$ cat src/rtl/barrel_shift_sched_pkg.sv
// barrel_shift_sched_pkg
// Shared definitions for the barrel shift scheduler and its shift core:
// FSM state encoding, shift direction codes and the per-pass step limit.
// No ports; imported by barrel_shift_sched and barrel_shift_core.
package barrel_shift_sched_pkg;

  // Largest shift the core performs in a single pass
  localparam int MAX_STEP = 3;

  // Direction encoding used on req_dir and inside the core
  localparam logic DIR_LEFT  = 1'b0;
  localparam logic DIR_RIGHT = 1'b1;

  // Scheduler states: waiting for a command, shifting in passes, holding a result
  typedef enum logic [1:0] {
    ST_IDLE  = 2'd0,
    ST_SHIFT = 2'd1,
    ST_DONE  = 2'd2
  } state_t;

endpackage

$ cat src/rtl/barrel_shift_core.sv
// barrel_shift_core
// Purely combinational logical shifter with zero fill, applying one pass
// of 0..3 positions to its data input.
// Ports:
//   data [WIDTH] in  - operand
//   dir          in  - 0 = shift left, 1 = shift right
//   amt  [2]     in  - shift distance for this pass
//   out  [WIDTH] out - shifted operand
module barrel_shift_core
  import barrel_shift_sched_pkg::*;
#(
  parameter int WIDTH = 4
) (
  input  logic [WIDTH-1:0] data,
  input  logic             dir,
  input  logic [1:0]       amt,
  output logic [WIDTH-1:0] out
);

  always_comb begin
    out = (dir == DIR_RIGHT) ? (data >> amt) : (data << amt);
  end

endmodule

$ cat src/rtl/barrel_shift_sched.sv
// barrel_shift_sched
// Shares one barrel_shift_core between two requesters. Commands are picked
// round-robin while idle, the total shift is carried out as repeated passes
// of at most MAX_STEP positions, and the result is returned on a
// valid/ready response channel.
// Ports:
//   clk, rst             - clock (rising edge), synchronous active-high reset
//   req_valid/req_ready  - per-requester command handshake (bit i = requester i)
//   req_data             - operands, requester i in bits [i*WIDTH +: WIDTH]
//   req_dir              - per-requester direction (0 left, 1 right)
//   req_amt              - total shift, requester i in bits [i*AMT_W +: AMT_W]
//   rsp_valid/rsp_ready  - result handshake
//   rsp_data, rsp_id     - shifted result and the requester that owns it
//   busy                 - high whenever a command is in flight
module barrel_shift_sched
  import barrel_shift_sched_pkg::*;
#(
  parameter int WIDTH = 4,
  parameter int AMT_W = 4
) (
  input  logic                 clk,
  input  logic                 rst,
  input  logic [1:0]           req_valid,
  output logic [1:0]           req_ready,
  input  logic [2*WIDTH-1:0]   req_data,
  input  logic [1:0]           req_dir,
  input  logic [2*AMT_W-1:0]   req_amt,
  output logic                 rsp_valid,
  input  logic                 rsp_ready,
  output logic [WIDTH-1:0]     rsp_data,
  output logic                 rsp_id,
  output logic                 busy
);

  state_t             state;
  state_t             state_nxt;
  logic               rr_ptr;
  logic [WIDTH-1:0]   operand;
  logic               dir_q;
  logic [AMT_W-1:0]   remaining;
  logic               id_q;

  logic [1:0]         grant;
  logic               accept;
  logic               acc_id;
  logic [WIDTH-1:0]   acc_data;
  logic               acc_dir;
  logic [AMT_W-1:0]   acc_amt;
  logic [1:0]         step;
  logic [AMT_W-1:0]   rem_after;
  logic [WIDTH-1:0]   core_out;

  // Round-robin pick: the favoured requester wins if valid, else the other one
  always_comb begin
    grant = 2'b00;
    if (req_valid[rr_ptr]) begin
      grant[rr_ptr] = 1'b1;
    end else if (req_valid[~rr_ptr]) begin
      grant[~rr_ptr] = 1'b1;
    end
  end

  // Select the fields of whichever requester is being accepted
  always_comb begin
    accept   = (state == ST_IDLE) && (grant != 2'b00);
    acc_id   = grant[1];
    acc_data = acc_id ? req_data[2*WIDTH-1:WIDTH] : req_data[WIDTH-1:0];
    acc_dir  = req_dir[acc_id];
    acc_amt  = acc_id ? req_amt[2*AMT_W-1:AMT_W] : req_amt[AMT_W-1:0];
  end

  // Each pass consumes at most MAX_STEP positions of the remaining shift
  always_comb begin
    step      = (remaining >= AMT_W'(MAX_STEP)) ? 2'(MAX_STEP) : remaining[1:0];
    rem_after = remaining - {{(AMT_W-2){1'b0}}, step};
  end

  barrel_shift_core #(
    .WIDTH (WIDTH)
  ) u_core (
    .data (operand),
    .dir  (dir_q),
    .amt  (step),
    .out  (core_out)
  );

  // State register
  always_ff @(posedge clk) begin
    if (rst) begin
      state <= ST_IDLE;
    end else begin
      state <= state_nxt;
    end
  end

  // Next-state logic; a zero-length shift skips straight to DONE
  always_comb begin
    state_nxt = state;
    case (state)
      ST_IDLE: begin
        if (accept) begin
          state_nxt = (acc_amt == '0) ? ST_DONE : ST_SHIFT;
        end
      end
      ST_SHIFT: begin
        if (rem_after == '0) begin
          state_nxt = ST_DONE;
        end
      end
      ST_DONE: begin
        if (rsp_ready) begin
          state_nxt = ST_IDLE;
        end
      end
      default: state_nxt = ST_IDLE;
    endcase
  end

  // Moore-style handshake outputs derived from the current state
  always_comb begin
    req_ready = (state == ST_IDLE) ? grant : 2'b00;
    rsp_valid = (state == ST_DONE);
    busy      = (state != ST_IDLE);
  end

  // Datapath: latch on accept, shift one pass per SHIFT cycle, and load the
  // response registers only when entering DONE so they hold steady in IDLE
  always_ff @(posedge clk) begin
    if (rst) begin
      rr_ptr    <= 1'b0;
      operand   <= '0;
      dir_q     <= DIR_LEFT;
      remaining <= '0;
      id_q      <= 1'b0;
      rsp_data  <= '0;
      rsp_id    <= 1'b0;
    end else begin
      case (state)
        ST_IDLE: begin
          if (accept) begin
            operand   <= acc_data;
            dir_q     <= acc_dir;
            remaining <= acc_amt;
            id_q      <= acc_id;
            rr_ptr    <= ~acc_id;
            if (acc_amt == '0) begin
              rsp_data <= acc_data;
              rsp_id   <= acc_id;
            end
          end
        end
        ST_SHIFT: begin
          operand   <= core_out;
          remaining <= rem_after;
          if (rem_after == '0) begin
            rsp_data <= core_out;
            rsp_id   <= id_q;
          end
        end
        default: begin
        end
      endcase
    end
  end

endmodule

$ cat config.mk
export PLATFORM = sky130hd
export DESIGN_NAME = barrel_shift_sched
export DESIGN_NICKNAME = d
export VERILOG_FILES = /design/src/rtl/barrel_shift_sched_pkg.sv /design/src/rtl/barrel_shift_core.sv /design/src/rtl/barrel_shift_sched.sv
export SDC_FILE = /design/constraint.sdc
export NUM_CORES = 1
export LEC_CHECK = 0
export BUFFER_PORTS_ARGS = -buffer_cell sky130_fd_sc_hd__clkbuf_2
export CAP_MARGIN = 20
export CORE_MARGIN = 8
export CORE_UTILIZATION = 55
export CTS_BUF_LIST = sky130_fd_sc_hd__clkbuf_4 sky130_fd_sc_hd__clkbuf_8
export DETAILED_ROUTE_END_ITERATION = 10
export PLACE_DENSITY = 0.82
export SETUP_SLACK_MARGIN = 0.4
export SLEW_MARGIN = 30
export SYNTH_ARGS = -nofsm -noshare
export SYNTH_HDL_FRONTEND = slang
export SYNTH_SLANG_ARGS = --single-unit
$ cat constraint.sdc
create_clock -name clk -period 6.2 [get_ports clk]
set_clock_uncertainty 0.2 [all_clocks]
set_input_delay 0.31 -clock clk [delete_from_list [all_inputs] [get_ports clk]]
set_output_delay 0.31 -clock clk [all_outputs]
set_load 0.02 [all_outputs]
==> key figures <==
Outcome
  • Status: finished, final reports clean

CTS
  • Clock Sink Count: 18
  • CTS tree: built
  • Postcts setup bufs: 0
  • Clock Path Buffers: 2
  • H-tree depth: 1
  • Post_cts resized: 0
  • Reg clk slew, reported paths: 110 ps
  • Root buffer cell: clkbuf_4
  • TritonCTS Buffers: 3
  • CTS Hold Buffers Added: 0
  • Skew-Pair Late Insertion Delay: 290 ps

Worst setup path
  • Slowest CP cell: dfxtp_1
  • Startpoint Class: register
  • WP data required: 6210 ps
  • Crit-path max FO: 11
  • Biggest cell delay along the critical path: around 550 ps
  • Delay-heaviest family, CP: simple AND/OR/NAND/NOR gates
  • Critical path, cell by cell: nor2_2 > or2_2 > ha_1 > and4bb_1 > a211oi_2 > nor3_2 > nor3_1 > a311oi_2
  • Crit Path Class: reg -> reg
  • Crit path DAT: 2560 ps
  • Nature of the critical path endpoint: register
  • CP bufs+invs: 0

Timing
  • Achievable frequency: between 300 and 400 MHz
  • Final Cycle Share: 41.1%
  • Setup TNS: 0 ps
  • RSZ-0062 raised after global routing: no
  • Worst-Margin Slew: 751 ps
  • Endpoints failing hold: 0
  • Slew Limit Headroom: 49.9%
  • Final setup viols: 0
  • Slew Limit Fails: 0
  • Min cycle time layout: 2550 ps

Synth
  • Post-synth ARST share: 0%
  • Top FF cell, synth: dfxtp_1
  • Synth Area per Inst: 8.33 sq um
  • Mapped Nets: 186
  • Biggest area consumer among synthesized cells: dfxtp_1
  • Seq cells post-synth: 18
  • EDFF count, synth: 0
  • Synth Cell Area: approximately 1300 sq um
  • Synth top area cells: dfxtp_1 27%, a21oi_1 5.6%, nand3_1 5.2%
  • Yosys warning count: 0
  • Top-area cell type share of the netlist area: 26.7%
  • Post-Synthesis Cells: 162
  • Post-synthesis sequential area ratio: 26.7%
  • Yosys cell types: 53

Power and ir drop
  • Pleak: 0.000594 uW
  • Power Dens Cells: 517 nW/um^2
  • Sw Share: around 48%
  • Combinational fraction of design power: 59.6%
  • Int Power: around 390 uW
  • Switch Pwr: 371 uW
  • Max VDD drop: 334 uV
  • Clock power frac: about a tenth
  • Seq pwr share: 30.7%

Routing
  • DR vias/cell: 6.17
  • First DRT Iteration DRCs: 64
  • DRC: 0
  • DR pass1 iterations: 4
  • Antenna-violating nets left: 0
  • Wirelength, routed: 3.49 mm
  • WL per Instance: ~16 microns
  • DR vias: 1333

Global routing
  • First-pass GRT wire length: 5.84 mm
  • Tot GR Track Use: 16.5%
  • Total congestion overflow: 0
  • Initial antenna violation count: 0
  • Vias in the first global route: 1369
  • Largest net degree at the start of global routing: 19

Hold path
  • Hold WC Path Type: in -> reg

Placed design
  • Port Buffers: 31
  • Post-DP HPWL: around 2.7 mm
  • Placer Congestion: 0.935

Floorplanning
  • Die Wd: 65.5 microns
  • Row cnt: 18
  • I/O pin count: 32
  • Die H: roughly 66 microns
  • Die area: 4290 sq um
  • Initial Util: 56.0%
  • Core area: 2410 sq um

Layout
  • Layout cells sized above 1: 31.7%
  • Commonest non-fill, non-tap cells in the layout: 31 x clkbuf_2, 18 x dfxtp_1, 15 x a21oi_1
  • # fillers: 217
  • Final #Nets: 211
  • N_diodes: 0
  • Area grow syn2layout: 9.74%
  • Final core utilization: roughly three fifths
  • Most common cell after layout, fill and taps aside: clkbuf_2

Run
  • Maxcap violations: 0
## synth_stat cells (4+ instances only)
master,n
nor2b_1,7
buf_4,5
nand2b_1,4
nor2_1,9
nor3_1,5
nand2_1,13
mux2_2,4
buf_6,5
nand3_1,14
o21ai_0,4
a21oi_1,15
dfxtp_1,18
## path summary, 6_finish.rpt
kind | slack (ps) | start | to | cells past startpoint
worst max-delay path | 3650 | remaining[2]$_SDFFE_PP0P_ | rsp_id$_SDFFE_PP0P_ | 8
worst max register to register | 3650 | remaining[2]$_SDFFE_PP0P_ | rsp_id$_SDFFE_PP0P_ | 8
worst min-delay path | 50 | req_dir[0] | dir_q$_SDFFE_PP0P_ | 3
worst min register to register | 270 | rsp_data[0]$_SDFFE_PP0P_ | rsp_data[0]$_SDFFE_PP0P_ | 2
## routing by layer
| metal | global-route usage, % | part of all wire (%) |
|---|---|---|
| met1 | 19.0 | 41 |
| met2 | 30.5 | 53 |
| met3 | 2.55 | 5.3 |
| met4 | 4.09 | 1.1 |
| met5 | 0 | 0 |
## power groups by stage
| stage | logic, uW | clock network, uW | registers [uW] |
|---|---|---|---|
| final | 456 | 74.4 | 235 |
| after global routing | 495 | 80.5 | 244 |
| after CTS | 454 | 73.9 | 232 |
| after detailed placement | 451 | 0 | 236 |
| after global placement | 438 | 0 | 232 |
| after floorplan | 395 | 0 | 218 |
## flip-flops by register name, summed over array words and instances (netlist names)
| register | cells |
|---|---|
| state | 2 |
| id_q | 1 |
| rr_ptr | 1 |
| remaining | 4 |
| dir_q | 1 |
| rsp_data | 4 |
| operand | 4 |
| rsp_id | 1 |
## cells by family after synthesis
group,synth area share (%)
buffers and inverters,8.07
and+or+nand+nor,30.6
muxes,6.40
DFF,26.7
adders and majority gates,0.927
AOI/OAI and AO/OA,27.3
## through the flow
step | instances | setup slack, ps | instance area (sq um) | hold slack, ps | total power (uW)
global placement | 212 | 3850 | 1440 | 254 | 670
CTS | 216 | 3680 | 1480 | 52.0 | 760
finish | 216 | 3650 | 1480 | 47.7 | 765
floorplan | 162 | 4050 | 1350 | 252 | 612
detailed placement | 212 | 3730 | 1440 | 259 | 686
global route | 216 | 3480 | 1480 | 84.4 | 819
## area by class of cell
cell class	count	area [sq um]	share of cell area (%)
Inverter	3	11.3	0.761
Multi-Input combinational cell	130	880	59.4
Clock buffer	4	36.3	2.45
Tap cell	30	37.5	2.54
Sequential cell	18	360	24.3
Timing Repair Buffer	31	155	10.5
## worst reg2reg max path, delay by kind of cell (launching register included)
family / cells / cell delay (ps)
AND/OR/NAND/NOR: 5 / 1170
flip-flops: 1 / 550
AO/OA/AOI/OAI: 2 / 300
adder cells (fa/ha/maj): 1 / 250
(Power assumes the default switching activity.)
